`src/rtl/pmp_csr_regfile_if.sv`:
```
// rtl/pmp_csr_regfile_if.sv - CSR request/response handshake between the CSR unit and the PMP register file.
interface pmp_csr_regfile_if;
   logic        req_valid_i;
   logic        req_ready_o;
   logic        req_we_i;
   logic [11:0] req_addr_i;
   logic [63:0] req_wdata_i;
   logic        rsp_valid_o;
   logic        rsp_ready_i;
   logic [63:0] rsp_rdata_o;
   logic        rsp_error_o;

   modport master (
      output req_valid_i, req_we_i, req_addr_i, req_wdata_i, rsp_ready_i,
      input  req_ready_o, rsp_valid_o, rsp_rdata_o, rsp_error_o
   );

   modport slave (
      input  req_valid_i, req_we_i, req_addr_i, req_wdata_i, rsp_ready_i,
      output req_ready_o, rsp_valid_o, rsp_rdata_o, rsp_error_o
   );
endinterface

```
`src/rtl/pmp_csr_regfile.sv`:
```
// rtl/pmp_csr_regfile.sv - RV64 pmpcfg0/2 and pmpaddr0..15 register file with lock/WARL rules.
// Optional change flush pulse is built when PMP_CHANGE_FLUSH_EN is defined.
module pmp_csr_regfile #(
   parameter int PMP_LEN    = 54,
   parameter int NR_ENTRIES = 16
) (
   input  logic                      clk_i,
   input  logic                      rst_i,
   pmp_csr_regfile_if.slave          bus,
   output logic [15:0][7:0]          conf_o,
   output logic [15:0][PMP_LEN-1:0]  conf_addr_o,
   output logic                      flush_o
);
   typedef enum logic {IDLE, RESP} state_e;

   state_e                   state_q, state_d;
   logic [15:0][7:0]         cfg_q, cfg_d;
   logic [15:0][PMP_LEN-1:0] addr_q, addr_d;
   logic [63:0]              rdata_q, rdata_d;
   logic                     err_q, err_d;

   logic       is_cfg, is_addr;
   logic [3:0] cfg_base, aidx;
   logic [7:0] nb;
   logic       tor_lock;

   always_comb begin
      state_d  = state_q;
      cfg_d    = cfg_q;
      addr_d   = addr_q;
      rdata_d  = rdata_q;
      err_d    = err_q;
      nb       = 8'h00;
      tor_lock = 1'b0;
      is_cfg   = (bus.req_addr_i == 12'h3A0) || (bus.req_addr_i == 12'h3A2);
      is_addr  = (bus.req_addr_i[11:4] == 8'h3B);
      cfg_base = bus.req_addr_i[1] ? 4'd8 : 4'd0;
      aidx     = bus.req_addr_i[3:0];

      case (state_q)
         IDLE: begin
            if (bus.req_valid_i) begin
               state_d = RESP;
               err_d   = !(is_cfg || is_addr);
               rdata_d = 64'h0;
               if (is_cfg) begin
                  for (int j = 0; j < 8; j++) begin
                     rdata_d[8*j +: 8] = cfg_q[cfg_base + 4'(j)];
                  end
               end else if (is_addr) begin
                  rdata_d = 64'(addr_q[aidx]);
               end

               // Every lock test looks at cfg_q, so a write setting L still lands.
               if (bus.req_we_i && is_cfg) begin
                  for (int j = 0; j < 8; j++) begin
                     nb = bus.req_wdata_i[8*j +: 8];
                     if ((int'(cfg_base) + j < NR_ENTRIES) && !cfg_q[cfg_base + 4'(j)][7]
                         && !(nb[1] && !nb[0])) begin
                        cfg_d[cfg_base + 4'(j)] = nb & 8'h9F;
                     end
                  end
               end

               if (bus.req_we_i && is_addr) begin
                  if (aidx != 4'd15) begin
                     tor_lock = cfg_q[aidx + 4'd1][7] && (cfg_q[aidx + 4'd1][4:3] == 2'b01);
                  end
                  if ((int'(aidx) < NR_ENTRIES) && !cfg_q[aidx][7] && !tor_lock) begin
                     addr_d[aidx] = bus.req_wdata_i[PMP_LEN-1:0];
                  end
               end
            end
         end
         RESP: begin
            if (bus.rsp_ready_i) begin
               state_d = IDLE;
            end
         end
      endcase
   end

   always_ff @(posedge clk_i or posedge rst_i) begin
      if (rst_i) begin
         state_q <= IDLE;
         cfg_q   <= '0;
         addr_q  <= '0;
         rdata_q <= 64'h0;
         err_q   <= 1'b0;
      end else begin
         state_q <= state_d;
         cfg_q   <= cfg_d;
         addr_q  <= addr_d;
         rdata_q <= rdata_d;
         err_q   <= err_d;
      end
   end

   assign bus.req_ready_o = (state_q == IDLE);
   assign bus.rsp_valid_o = (state_q == RESP);
   assign bus.rsp_rdata_o = rdata_q;
   assign bus.rsp_error_o = err_q;
   assign conf_o          = cfg_q;
   assign conf_addr_o     = addr_q;

`ifdef PMP_CHANGE_FLUSH_EN
   logic flush_q, flush_d;

   // Only the accepting edge can change state, so the pulse lands on the first RESP cycle.
   always_comb begin
      flush_d = (state_q == IDLE) && ((cfg_d != cfg_q) || (addr_d != addr_q));
   end

   always_ff @(posedge clk_i or posedge rst_i) begin
      if (rst_i) begin
         flush_q <= 1'b0;
      end else begin
         flush_q <= flush_d;
      end
   end

   assign flush_o = flush_q;
`else
   assign flush_o = 1'b0;
`endif
endmodule

```
`src/flat_wrapper.sv`:
```
// flat-port wrapper written by rule: the top's interface ports become plain ports
module pmp_csr_regfile_flat 
#(
   parameter int PMP_LEN    = 54,
   parameter int NR_ENTRIES = 16
)
  (clk_i, rst_i, conf_o, conf_addr_o, flush_o, bus_req_valid_i, bus_req_we_i, bus_req_addr_i, bus_req_wdata_i, bus_rsp_ready_i, bus_req_ready_o, bus_rsp_valid_o, bus_rsp_rdata_o, bus_rsp_error_o);
  pmp_csr_regfile_if bus_i ();
  input  logic clk_i;
  input  logic rst_i;
  output logic [15:0][7:0] conf_o;
  output logic [15:0][PMP_LEN-1:0] conf_addr_o;
  output logic flush_o;
  input wire logic [$bits(bus_i.req_valid_i)-1:0] bus_req_valid_i;
  input wire logic [$bits(bus_i.req_we_i)-1:0] bus_req_we_i;
  input wire logic [$bits(bus_i.req_addr_i)-1:0] bus_req_addr_i;
  input wire logic [$bits(bus_i.req_wdata_i)-1:0] bus_req_wdata_i;
  input wire logic [$bits(bus_i.rsp_ready_i)-1:0] bus_rsp_ready_i;
  output wire logic [$bits(bus_i.req_ready_o)-1:0] bus_req_ready_o;
  output wire logic [$bits(bus_i.rsp_valid_o)-1:0] bus_rsp_valid_o;
  output wire logic [$bits(bus_i.rsp_rdata_o)-1:0] bus_rsp_rdata_o;
  output wire logic [$bits(bus_i.rsp_error_o)-1:0] bus_rsp_error_o;
  assign bus_i.req_valid_i = bus_req_valid_i;
  assign bus_i.req_we_i = bus_req_we_i;
  assign bus_i.req_addr_i = bus_req_addr_i;
  assign bus_i.req_wdata_i = bus_req_wdata_i;
  assign bus_i.rsp_ready_i = bus_rsp_ready_i;
  assign bus_req_ready_o = bus_i.req_ready_o;
  assign bus_rsp_valid_o = bus_i.rsp_valid_o;
  assign bus_rsp_rdata_o = bus_i.rsp_rdata_o;
  assign bus_rsp_error_o = bus_i.rsp_error_o;
  pmp_csr_regfile #(.PMP_LEN(PMP_LEN), .NR_ENTRIES(NR_ENTRIES)) u_core (.clk_i(clk_i), .rst_i(rst_i), .bus(bus_i), .conf_o(conf_o), .conf_addr_o(conf_addr_o), .flush_o(flush_o));
endmodule
```
`config.mk`:
```
export PLATFORM = sky130hd
export DESIGN_NAME = pmp_csr_regfile_flat
export DESIGN_NICKNAME = d
export VERILOG_FILES = /design/src/rtl/pmp_csr_regfile_if.sv /design/src/rtl/pmp_csr_regfile.sv /design/src/flat_wrapper.sv
export SDC_FILE = /design/constraint.sdc
export NUM_CORES = 2
export LEC_CHECK = 0
export CELL_PAD_IN_SITES_DETAIL_PLACEMENT = 0
export CELL_PAD_IN_SITES_GLOBAL_PLACEMENT = 1
export CORE_AREA = 2 2 446 448
export CTS_CLUSTER_SIZE = 8
export DETAILED_ROUTE_END_ITERATION = 8
export DIE_AREA = 0 0 448 450
export HOLD_SLACK_MARGIN = 0.12
export PLACE_DENSITY_LB_ADDON = 0.1
export SLEW_MARGIN = 10
export SYNTH_ARGS = -nofsm -noshare
export SYNTH_HDL_FRONTEND = slang
export SYNTH_SLANG_ARGS = --single-unit
```
`constraint.sdc`:
```
create_clock -name clk_i -period 37.2 [get_ports clk_i]
set_input_delay 7.44 -clock clk_i [delete_from_list [all_inputs] [get_ports clk_i]]
set_output_delay 7.44 -clock clk_i [all_outputs]
set_load 0.01 [all_outputs]
```
==> metrics.txt <==
Routability Congestion 0.777; Rows 163; Worst R2R End u_core.conf_addr_o[188]$_DFFE_PP0P_; register area share after synthesis 47.5%; Post-CTS Hold Buffers 0; CTS buffer count 149; Worst Path Max Fanout 69; syn avg cell area 12.2 um^2; crit start category input port; Area growth syn-to-layout 32.3%; DR DRC count 0; flops & latches, synth 1024; Primary FF master, synth dfrtp_1; vias post-DR 43800; Leakage Power 0.0303 uW; maximum operating frequency 74.8 MHz; RSZ-0062 raised after global routing false; GR Util All Layers 25.7%; Synth warnings 0; Root Buffer clkbuf_16; CTS tree done; PostCTS Resize Cnt 0; die width 448 um; largest net degree at the start of global routing 91; R2R Path Start u_core.conf_o[127]$_DFFE_PP0P_; max cap viols 0; antenna violations before repair 14; # clock sinks 1024; WHS Endpoint u_core.bus.rsp_rdata_o[49]$_DFFE_PP0P_; Final Slew Violations 0; Syn Inst Count 4429; Initial Util 27.4%; DP HPWL 173000 um; Final TNS setup 0 ps; number of global-route vias before repair 44500; Post-synth EDFFs 0; Final Hold Viols 0; Die ar. 202000 um^2; Total Power 2580 uW; Die Ht 450 um; Post-Route WL 265000 um; Clock Path Buffers 3; Cells on Worst Hold Path 2; Pre-antenna DRT Iters 5; final instance area 71300 um^2; Setup violations, final 0; global-route wire length before repair 372000 um; normalized max-slew margin 23.5%; maximum vdd drop 34.5 uV; Port Buffers 1103; synthesized area 53900 um^2; share of layout cells above drive strength 1 26.2%; CORE AREA 197000 um^2; worst reg-to-reg path cell count 8; Worst-Margin Slew 1150 ps; Antenna Nets Post-Route 0; Finished Layout Cells 7950; HP Start u_core.bus.rsp_rdata_o[49]$_DFFE_PP0P_; critical path data arrival time 13990 ps; clk_lat worst skew 820 ps; filler cell count 19500; status complete, no violations; setup skew after layout 32.6 ps; critical path class input port to flop; min cycle time layout 13360 ps; initial DRC count 3238; Hold Crit Class flop to flop; ys async rst share 100%; Yosys cell types 53; setup slack, reg-to-reg 31630 ps; Wirelength per Cell 33.3 um; post-CTS setup buffer count 0; CP required 37830 ps; final worst-path cycle share 35.9%; power per cell area 36.2 nW/um^2; vias per cell 5.50; Placed Cells 7756; CTS clock-pin slew for the worst setup and hold paths 50 ps; I/O Pins 1141; remaining global-route overflow 0; Post-DP Area 67200 um^2; Worst setup EP type flop; Final #Nets 5352; H-tree depth 4
stage by stage:
stage | hold slack [ps] | utilization (%) | setup slack [ps]
2_1_floorplan | 516 | - | 944
3_3_place_gp | 463 | 34.2 | 22530
3_5_place_dp | 465 | 34.2 | 22550
4_1_cts | 477 | 36.3 | 23440
5_1_grt | 502 | 36.3 | 23260
6_report | 472 | 36.3 | 23840
power breakdown:
part / internal (uW) / switching, uW
clock network: 742 / 543
logic: 44.8 / 133
registers: 1120 / 2.05
registers in the layout (all words and copies together) (netlist names):
signal / flops
u_core.conf_addr_o: 864
u_core.conf_o: 96
u_core.bus.rsp_valid_o: 1
u_core.bus.rsp_error_o: 1
u_core.bus.rsp_rdata_o: 62
kinds of logic (layout without fill, tap and decap cells):
logic type	Yosys count	after routing	share of synthesized area, %
multiplexers	1099	1099	28.9
flip-flops	1024	1024	47.5
AND/OR/NAND/NOR	970	970	9.38
buffers and inverters	760	1601	5.83
AO/OA/AOI/OAI	569	569	8.20
adder cells (fa/ha/maj)	4	4	0.0928
XOR/XNOR	2	2	0.0325
other	1	41	0.00695
layout by cell type (no fill, tap or decap), types with 164 or more instances in the layout:
cell	instances
nand2_1	253
clkdlybuf4s50_1	1098
mux2_2	717
inv_1	179
nand4_1	164
nor2_1	188
mux4_2	276
nor4_1	172
dfrtp_1	1024
synth_stat cells (3+ instances only):
| cell | count | area share (%) |
|---|---|---|
| buf_1 | 62 | 0.43 |
| mux2_4 | 50 | 1.4 |
| mux2_1 | 8 | 0.17 |
| ha_1 | 4 | 0.093 |
| nand2_1 | 255 | 1.8 |
| or3_1 | 35 | 0.41 |
| a21o_1 | 16 | 0.22 |
| nor2b_1 | 3 | 0.035 |
| mux2i_1 | 48 | 0.89 |
| buf_2 | 93 | 0.86 |
| nand3b_1 | 9 | 0.13 |
| nand4_2 | 11 | 0.26 |
| mux2_2 | 717 | 15 |
| and2_1 | 47 | 0.55 |
| nand3_1 | 47 | 0.44 |
| nor3_1 | 6 | 0.056 |
| and3_1 | 4 | 0.046 |
| o31ai_1 | 7 | 0.097 |
| and4b_1 | 4 | 0.074 |
| o311ai_0 | 162 | 2.6 |
| clkbuf_1 | 382 | 2.7 |
| a211oi_1 | 5 | 0.070 |
| nand4_1 | 164 | 1.9 |
| a311oi_1 | 159 | 2.6 |
| mux4_2 | 276 | 12 |
| buf_6 | 6 | 0.13 |
| or2_2 | 9 | 0.10 |
| dfrtp_1 | 1024 | 48 |
| buf_4 | 35 | 0.49 |
| a31oi_1 | 162 | 1.9 |
| a22o_1 | 13 | 0.21 |
| o21ai_0 | 32 | 0.30 |
| nor4_1 | 173 | 2.0 |
| o22a_1 | 6 | 0.097 |
| nor2_1 | 190 | 1.3 |
| nor4bb_1 | 4 | 0.074 |
| inv_1 | 181 | 1.3 |
how the worst max path moves through the flow:
stage                           start                                  end  slack [ps]  cells after the start
floorplan                       rst_i   u_core.bus.rsp_error_o$_DFFE_PP0P_         940                      1
global placement    bus_req_addr_i[0]  u_core.conf_addr_o[731]$_DFFE_PP0P_       22530                     11
detailed placement  bus_req_addr_i[0]  u_core.conf_addr_o[741]$_DFFE_PP0P_       22550                     11
CTS                 bus_req_addr_i[0]  u_core.conf_addr_o[793]$_DFFE_PP0P_       23440                     11
global route        bus_req_addr_i[0]  u_core.conf_addr_o[747]$_DFFE_PP0P_       23260                     11
finish              bus_req_addr_i[0]  u_core.conf_addr_o[729]$_DFFE_PP0P_       23840                     11
final cells by class:
cell class	count	area, um^2	area share, %
clock buffers	171	3860	5.41
clock inverters	16	282	0.395
well taps	2640	3300	4.63
flip-flops and latches	1024	25600	35.9
repair buffers	1232	12000	16.9
inverters	182	696	0.975
diodes	7	17.5	0.0246
multi-input cells	2678	25500	35.8
routing by layer:
layer	track usage [%]	part of all wire, %	vias to the layer above
li1	-	-	18400
met1	32.5	41	23400
met2	43.7	50	1619
met3	5.90	6.6	270
met4	6.92	2.6	0
met5	0	0	-
worst max-delay path: stages:
cell      delay, ps
buf_8           390
buf_4           700
buf_4           750
buf_4           750
mux4_2          710
nor2_4          790
buf_4           780
buf_4           850
a31oi_1         180
a311oi_1        280
o311ai_0        180
Note: power is estimated with default switching activity, not from simulation.
